`config.mk`:
```
export PLATFORM = sky130hd
export DESIGN_NAME = div_unit_flat
export DESIGN_NICKNAME = d
export VERILOG_FILES = /design/src/rtl/div_unit_pkg.sv /design/src/rtl/div_unit_if.sv /design/src/rtl/div_unit.sv /design/src/flat_wrapper.sv
export SDC_FILE = /design/constraint.sdc
export NUM_CORES = 1
export LEC_CHECK = 0
export CAP_MARGIN = 20
export CORE_MARGIN = 4
export CORE_UTILIZATION = 57
export DETAILED_ROUTE_END_ITERATION = 7
export PLACE_DENSITY = 0.77
export SLEW_MARGIN = 10
export SYNTH_ARGS = -nofsm -noshare
export SYNTH_HDL_FRONTEND = slang
export SYNTH_SLANG_ARGS = --single-unit
export TNS_END_PERCENT = 1
```
`constraint.sdc`:
```
create_clock -name clk -period 7.25 [get_ports clk]
set_clock_uncertainty 0.2 [all_clocks]
set_input_delay 1.8125 -clock clk [delete_from_list [all_inputs] [get_ports clk]]
set_output_delay 1.8125 -clock clk [all_outputs]
set_load 0.01 [all_outputs]
```
`src/rtl/div_unit_pkg.sv`:
```
// Shared divider types: FSM state encoding and default operand width.
package div_unit_pkg;

  localparam int DIV_DATA_W = 32;

  typedef enum logic [1:0] {
    DIV_FREE    = 2'b00,
    DIV_BY_ZERO = 2'b01,
    DIV_ON      = 2'b10,
    DIV_END     = 2'b11
  } div_state_e;

endpackage

```
`src/rtl/div_unit_if.sv`:
```
// EX <-> divider handshake: operands, start/annul request, result/ready.
interface div_unit_if #(parameter int DATA_W = 32);
  logic                  signed_div_i;
  logic [DATA_W-1:0]     opdata1_i;
  logic [DATA_W-1:0]     opdata2_i;
  logic                  start_i;
  logic                  annul_i;
  logic [2*DATA_W-1:0]   result_o;
  logic                  ready_o;

  modport master (
    output signed_div_i, opdata1_i, opdata2_i, start_i, annul_i,
    input  result_o, ready_o
  );

  modport slave (
    input  signed_div_i, opdata1_i, opdata2_i, start_i, annul_i,
    output result_o, ready_o
  );
endinterface

```
`src/rtl/div_unit.sv`:
```
// Multi-cycle radix-2 restoring divider for DIV/DIVU.
// result_o = {remainder, quotient}; ready_o stays up until start_i drops.
module div_unit
  import div_unit_pkg::*;
#(
  parameter int DATA_W = DIV_DATA_W
) (
  input  logic       clk,
  input  logic       rst,
  div_unit_if.slave  bus
);

  localparam int CNT_W = $clog2(DATA_W + 1);
  localparam logic [CNT_W-1:0] CNT_END = CNT_W'(DATA_W);

  div_state_e        state_q, state_d;
  logic [CNT_W-1:0]  cnt_q;
  logic [DATA_W-1:0] rem_q;   // partial remainder
  logic [DATA_W-1:0] dvd_q;   // dividend shifts out of the top, quotient bits shift in
  logic [DATA_W-1:0] dvs_q;   // divisor magnitude
  logic              neg1_q, neg2_q, sgn_q;

  logic [DATA_W:0]   step;
  logic [DATA_W-1:0] abs1, abs2, q_fix, r_fix;
  logic              accept;

  // One restoring iteration: returns {quotient bit, new partial remainder}.
  // The shifted value is < 2*divisor, so a 33-bit difference is always in range.
  function automatic logic [DATA_W:0] div_step(input logic [DATA_W-1:0] rem,
                                               input logic              msb,
                                               input logic [DATA_W-1:0] dvs);
    logic [DATA_W:0] sh, diff;
    sh   = {rem, msb};
    diff = sh - {1'b0, dvs};
    if (diff[DATA_W]) div_step = {1'b0, sh[DATA_W-1:0]};
    else              div_step = {1'b1, diff[DATA_W-1:0]};
  endfunction

  // Operand magnitudes, iteration step and final sign fix-up.
  always_comb begin
    abs1   = (bus.signed_div_i && bus.opdata1_i[DATA_W-1]) ? -bus.opdata1_i : bus.opdata1_i;
    abs2   = (bus.signed_div_i && bus.opdata2_i[DATA_W-1]) ? -bus.opdata2_i : bus.opdata2_i;
    accept = bus.start_i && !bus.annul_i;
    step   = div_step(rem_q, dvd_q[DATA_W-1], dvs_q);
    q_fix  = (sgn_q && (neg1_q ^ neg2_q)) ? -dvd_q : dvd_q;
    r_fix  = (sgn_q && neg1_q) ? -rem_q : rem_q;
  end

  // Next-state logic.
  always_comb begin
    state_d = state_q;
    case (state_q)
      DIV_FREE:    if (accept) state_d = (bus.opdata2_i == '0) ? DIV_BY_ZERO : DIV_ON;
      DIV_BY_ZERO: state_d = DIV_END;
      DIV_ON: begin
        if (bus.annul_i)           state_d = DIV_FREE;
        else if (cnt_q == CNT_END) state_d = DIV_END;
      end
      DIV_END:     if (!bus.start_i) state_d = DIV_FREE;
      default:     state_d = DIV_FREE;
    endcase
  end

  // State register.
  always_ff @(posedge clk or posedge rst) begin
    if (rst) state_q <= DIV_FREE;
    else     state_q <= state_d;
  end

  // Datapath: operand latch, iterations, registered result/ready.
  always_ff @(posedge clk or posedge rst) begin
    if (rst) begin
      cnt_q        <= '0;
      rem_q        <= '0;
      dvd_q        <= '0;
      dvs_q        <= '0;
      neg1_q       <= 1'b0;
      neg2_q       <= 1'b0;
      sgn_q        <= 1'b0;
      bus.result_o <= '0;
      bus.ready_o  <= 1'b0;
    end else begin
      case (state_q)
        DIV_FREE: begin
          bus.result_o <= '0;
          bus.ready_o  <= 1'b0;
          if (accept && bus.opdata2_i != '0) begin
            cnt_q  <= '0;
            rem_q  <= '0;
            dvd_q  <= abs1;
            dvs_q  <= abs2;
            neg1_q <= bus.opdata1_i[DATA_W-1];
            neg2_q <= bus.opdata2_i[DATA_W-1];
            sgn_q  <= bus.signed_div_i;
          end
        end
        DIV_BY_ZERO: begin
          bus.result_o <= '0;
          bus.ready_o  <= 1'b1;
        end
        DIV_ON: begin
          if (bus.annul_i) begin
            bus.result_o <= '0;
            bus.ready_o  <= 1'b0;
          end else if (cnt_q != CNT_END) begin
            rem_q <= step[DATA_W-1:0];
            dvd_q <= {dvd_q[DATA_W-2:0], step[DATA_W]};
            cnt_q <= cnt_q + 1'b1;
          end else begin
            bus.result_o <= {r_fix, q_fix};
            bus.ready_o  <= 1'b1;
          end
        end
        DIV_END: begin
          if (!bus.start_i) begin
            bus.result_o <= '0;
            bus.ready_o  <= 1'b0;
          end
        end
        default: ;
      endcase
    end
  end

endmodule

```
`src/flat_wrapper.sv`:
```
// flat-port wrapper written by rule: the top's interface ports become plain ports
module div_unit_flat import div_unit_pkg::*;
#(
  parameter int DATA_W = DIV_DATA_W
)
  (clk, rst, bus_signed_div_i, bus_opdata1_i, bus_opdata2_i, bus_start_i, bus_annul_i, bus_result_o, bus_ready_o);
  div_unit_if #(.DATA_W(DATA_W)) bus_i ();
  input  logic clk;
  input  logic rst;
  input wire logic [$bits(bus_i.signed_div_i)-1:0] bus_signed_div_i;
  input wire logic [$bits(bus_i.opdata1_i)-1:0] bus_opdata1_i;
  input wire logic [$bits(bus_i.opdata2_i)-1:0] bus_opdata2_i;
  input wire logic [$bits(bus_i.start_i)-1:0] bus_start_i;
  input wire logic [$bits(bus_i.annul_i)-1:0] bus_annul_i;
  output wire logic [$bits(bus_i.result_o)-1:0] bus_result_o;
  output wire logic [$bits(bus_i.ready_o)-1:0] bus_ready_o;
  assign bus_i.signed_div_i = bus_signed_div_i;
  assign bus_i.opdata1_i = bus_opdata1_i;
  assign bus_i.opdata2_i = bus_opdata2_i;
  assign bus_i.start_i = bus_start_i;
  assign bus_i.annul_i = bus_annul_i;
  assign bus_result_o = bus_i.result_o;
  assign bus_ready_o = bus_i.ready_o;
  div_unit #(.DATA_W(DATA_W)) u_core (.clk(clk), .rst(rst), .bus(bus_i));
endmodule
```
After elaboration in Yosys (flattened, before gate mapping):

Cells that the tools add are included.

* bits in registers: 172
* input port bits: 69
* output and inout bits: 65
* logic and storage cells: 76

* $add $sub $neg: 6
* equal/unequal tests: 12
* mux-type cells: 31
* bitwise operators: 1
* reduce and logical (&&, ||, !) cells: 16

Operators with widths (number)
* $mux 32: 10
* $mux 64: 3
* $pmux 64 s3: 1
* $neg 32->32: 4
* $pmux 32 s2: 2
* $mux 33: 1
* $sub 33x32->33: 1
* $logic_not 32->1: 1
* $reduce_bool 32->1: 1
* $mux 6: 3
* $pmux 6 s2: 1
* $mux 2: 5
* $pmux 2 s4: 1
* $add 6x1->6 const B: 1
* $eq 6x6->1 const B: 1
* $logic_and 1x1->1: 6
* $ne 2x1->1 const B: 3
* $ne 6x6->1 const B: 1
* $eq 2x2->1 const B: 2
* $ne 2x2->1 const B: 2
* $pmux 1 s4: 1
* $reduce_and 2->1: 2
* $reduce_and 4->1: 1
* $mux 1: 3
* other kinds (9): 9

Depth between registers and ports, before layout:

* depth in word-level cells: 6
* depth in mapped cells: 14
* gate-level depth less buffers: 12

Worst setup path before layout:

Ideal clock, no wire load.

* kind: in2reg
* from: in bus_opdata2_i[6]
* to: reg u_core.neg1_q
* library setup time: 0.125 ns
* arrival: 3.978 ns
* data required time: 6.925 ns
* path slack: 2.947 ns
* stages on the path: 9
* path buffers: 2
* path through: or4_4 > nor4_4 > nand3_2 > or4_4 > nor3_2 > or3b_1 > buf_2 > buf_6 > mux2_2

* cells in the longest elaborated chain, start to end: 3

Ends and longest elaborated chain
* start, declared: RTL line flat_wrapper.sv:12 `input wire logic [$bits(bus_i.opdata2_i)-1:0] bus_opdata2_i;`
* $reduce_bool 32->1: RTL line div_unit.sv:87 `if (accept && bus.opdata2_i != '0) begin`
* $logic_and 1x1->1: RTL line div_unit.sv:87
* $reduce_and 2->1 (no line)
* end signal, assigned: RTL line div_unit.sv:92 `neg1_q <= bus.opdata1_i[DATA_W-1];`
* end, declared: RTL line div_unit.sv:21 `logic neg1_q, neg2_q, sgn_q;`

No other way between the ends.
A chain may end at the register's enable or synchronous reset.

Worst setup path after layout:

* from: in bus_opdata2_i[6]
* to: reg u_core.rem_q[31]

* cells in the longest elaborated chain, start to end: 4

Ends and longest elaborated chain
* $reduce_bool 32->1: RTL line div_unit.sv:87
* $logic_and 1x1->1: RTL line div_unit.sv:87
* $ne 2x1->1 (no line)
* $reduce_and 4->1 (no line)
* end signal, assigned: RTL line div_unit.sv:106 `rem_q <= step[DATA_W-1:0];`
* end, declared: RTL line div_unit.sv:18 `logic [DATA_W-1:0] rem_q;`

No other way between the ends.

==> results.json <==
{
  "grt_use_total_pct": 25.23,
  "antenna_found_initial": 0,
  "tightestPinTransition_ns": 0.9530,
  "totalNegativeSetupSlack_ns": 0,
  "critPathMostFrequentCell": "or4_4",
  "cts_buffers": 17,
  "synth_top_area_share_pct": 38.22,
  "layout_commonest_cell": "nand2_1",
  "drt_iter0_drc": 756,
  "worstPathRequired_ns": 7.33,
  "max_freq_mhz": 196.3,
  "post-route-util_pct": 68.42,
  "synth_edf_count": 0,
  "cts_buffer_depth": 2,
  "synthesis.nets": 1463,
  "dr.pass1.iters": 7,
  "cp_data_arrival_time_ns": 5.18,
  "report.power.total_mw": 5.486,
  "port_buffers": 133,
  "drt.antenna.violating_nets": 0,
  "seq_area_sq_mm": 0.004304,
  "synth_area_sq_mm": 0.01126,
  "antenna_cells": 0,
  "gp_congestion": 0.9059,
  "synthTopCellsByArea": "dfrtp_1 (38%), o21ai_0 (7.8%), xnor2_1 (6.6%)",
  "avgSynthCellArea_sq_um": 8.342,
  "via_per_inst": 5.699,
  "ir_drop_mv": 0.2759,
  "drive_gt1_share_pct": 4.255,
  "drc": 0,
  "grt_pass1_vias": 9168,
  "reg2reg_depth": 13,
  "dieArea_sq_mm": 0.02207,
  "dieWidth_um": 148.6,
  "clk_pin_slew_ns": 0.06,
  "synth_ff_type": "dfrtp_1",
  "worst_setup_path_start_kind": "input port",
  "nets": 1557,
  "yosysTopAreaCell": "dfrtp_1",
  "synth_warnings": 0,
  "worstSkewPairLatency_ns": 0.43,
  "initial_core_util_pct": 57.87,
  "hold_ws_ns": 0.2767,
  "r2r_end": "u_core.rem_q[9]",
  "critical-path-slowest-cell": "or4_4",
  "grt_pass1_wl_um": 45710,
  "critPathLaunch": "bus_opdata2_i[6]",
  "drt-wirelength-per-cell_um": 16.05,
  "rows": 51,
  "post_cts_buffers": 0,
  "fin_crit_ns": 5.095,
  "p_leak_nw": 5.697,
  "rr_startpoint": "u_core.dvd_q[31]",
  "ctsHoldBuffers": 0,
  "worstHoldPathType": "flip-flop to flip-flop",
  "clkSinkCount": 172,
  "powerDensity_mw_per_mm2": 412.0,
  "status": "finished, final reports clean",
  "final-max-slew-violation-count": 0,
  "rsz0062_at_grt": "false",
  "final_cell_mix": "nand2_1 (187), o21ai_0 (175), dfrtp_1 (172)",
  "grt_start_max_net_pins": 67,
  "ctsRootBufferMaster": "clkbuf_16",
  "async_reset_ff_share_pct": 100.0,
  "syn_inst": 1350,
  "hold_viol": 0,
  "netlist-cell-type-count": 65,
  "syn2layout_area_growth_pct": 18.24,
  "ios": 134,
  "crit_fanout": 62,
  "setup_viol": 0,
  "wirelength_um": 27640,
  "dr_total_vias": 9814,
  "cts_tree": "done",
  "post_cts_resized": 0,
  "htree_num_levels": 4,
  "ys_ff_latch": 172,
  "regToRegSetupSlack_ns": 3.03,
  "slew_headroom_pct": 36.23,
  "hpwl_um": 20140,
  "critPathCaptureType": "flip-flop",
  "crit_chain": "clkdlybuf4s50_1, or4_4, nor4_4, nand3_2, or4_4, o21ai_4, buf_4, nor2_1, mux2_2, a32oi_1, o31ai_1",
  "critical_path_class": "input port to flip-flop",
  "drv_cap": 0,
  "fillers": 1605,
  "core_area_sq_mm": 0.01946,
  "multi_input_area_sq_mm": 0.006470,
  "critPathMaxStageDelay_ns": 0.61,
  "min_period_over_period_pct": 70.28,
  "fp.dieH_um": 148.6,
  "globalRoute.totalOverflow": 0,
  "synth_seq_area_share_pct": 38.22,
  "crit_end": "u_core.rem_q[31]"
}
metrics by stage:
step                cells  setup slack (ns)  instance area [sq um]
floorplan            1350            0.5774                  11260
global placement     1690             1.801                  12710
detailed placement   1690             1.749                  12710
CTS                  1722             2.192                  13320
global route         1722             1.936                  13320
finish               1722             2.155                  13320
registers in the layout (all words and copies together), names as in the netlist:
register	flops
u_core.sgn_q	1
u_core.dvs_q	32
u_core.state_q	2
u_core.bus.ready_o	1
u_core.dvd_q	32
u_core.cnt_q	6
u_core.neg2_q	1
u_core.bus.result_o	64
u_core.rem_q	32
u_core.neg1_q	1
synthesized netlist by cell type (all sizes together), types with 12 or more instances:
| master | number |
|---|---|
| clkbuf | 39 |
| inv | 54 |
| nor4 | 13 |
| a21oi | 130 |
| dfrtp | 172 |
| a21o | 18 |
| xor2 | 56 |
| nand2 | 187 |
| nor3 | 29 |
| mux2i | 29 |
| nor2b | 13 |
| xnor2 | 85 |
| ha | 43 |
| o31ai | 27 |
| o21ai | 181 |
| o41ai | 12 |
| nor2 | 117 |
| buf | 28 |
routing by layer:
layer	track usage (%)	part of all wire [%]	wire length [um]
met1	37.64	49	13460
met2	37.46	43	11920
met3	5.271	6.7	1850
met4	6.836	1.5	407
met5	0	0	0
critical path: cells and delay by family:
| kind | cells | cell delay, ns |
|---|---|---|
| AND/OR/NAND/NOR | 5 | 1.55 |
| buffers and inverters | 2 | 1.02 |
| AO/OA/AOI/OAI | 3 | 0.49 |
| multiplexers | 1 | 0.27 |
final cells by class:
class | count | share of cell area, %
Clock buffer | 23 | 3.514
Sequential cell | 172 | 32.32
Tap cell | 265 | 2.490
Inverter | 54 | 1.560
Clock inverter | 9 | 1.024
Multi-Input combinational cell | 1057 | 48.59
Timing Repair Buffer | 142 | 10.50
report_power, final:
part / internal, mW / total [mW] / switching, mW / leakage, nW
sequential: 1.24 / 1.61 / 0.379 / 2.25
clock: 0.563 / 0.942 / 0.380 / 0.288
combinational: 1.20 / 2.93 / 1.73 / 3.16
total: 3.00 / 5.49 / 2.49 / 5.70
how the worst min path moves through the flow:
stage | cells after the start | start | to | slack, ns
2_1_floorplan | 2 | u_core.dvs_q[25] | u_core.dvs_q[25] | 0.25
3_3_place_gp | 2 | u_core.bus.result_o[43] | u_core.bus.result_o[43] | 0.26
3_5_place_dp | 2 | u_core.bus.result_o[13] | u_core.bus.result_o[13] | 0.27
4_1_cts | 2 | u_core.bus.result_o[13] | u_core.bus.result_o[13] | 0.28
5_1_grt | 2 | u_core.bus.result_o[40] | u_core.bus.result_o[40] | 0.30
6_report | 2 | u_core.bus.result_o[39] | u_core.bus.result_o[39] | 0.28
cell families after synthesis:
kind of cell / count (synthesis) / synth area share, %
AOI/OAI and AO/OA: 408 / 20.85
xor gates and xnor gates: 141 / 10.97
adders and majority gates: 44 / 4.955
buffers and inverters: 121 / 4.522
DFF: 172 / 38.22
muxes: 33 / 2.977
and+or+nand+nor: 431 / 17.51
No activity file was read; power rests on OpenSTA's default activity.
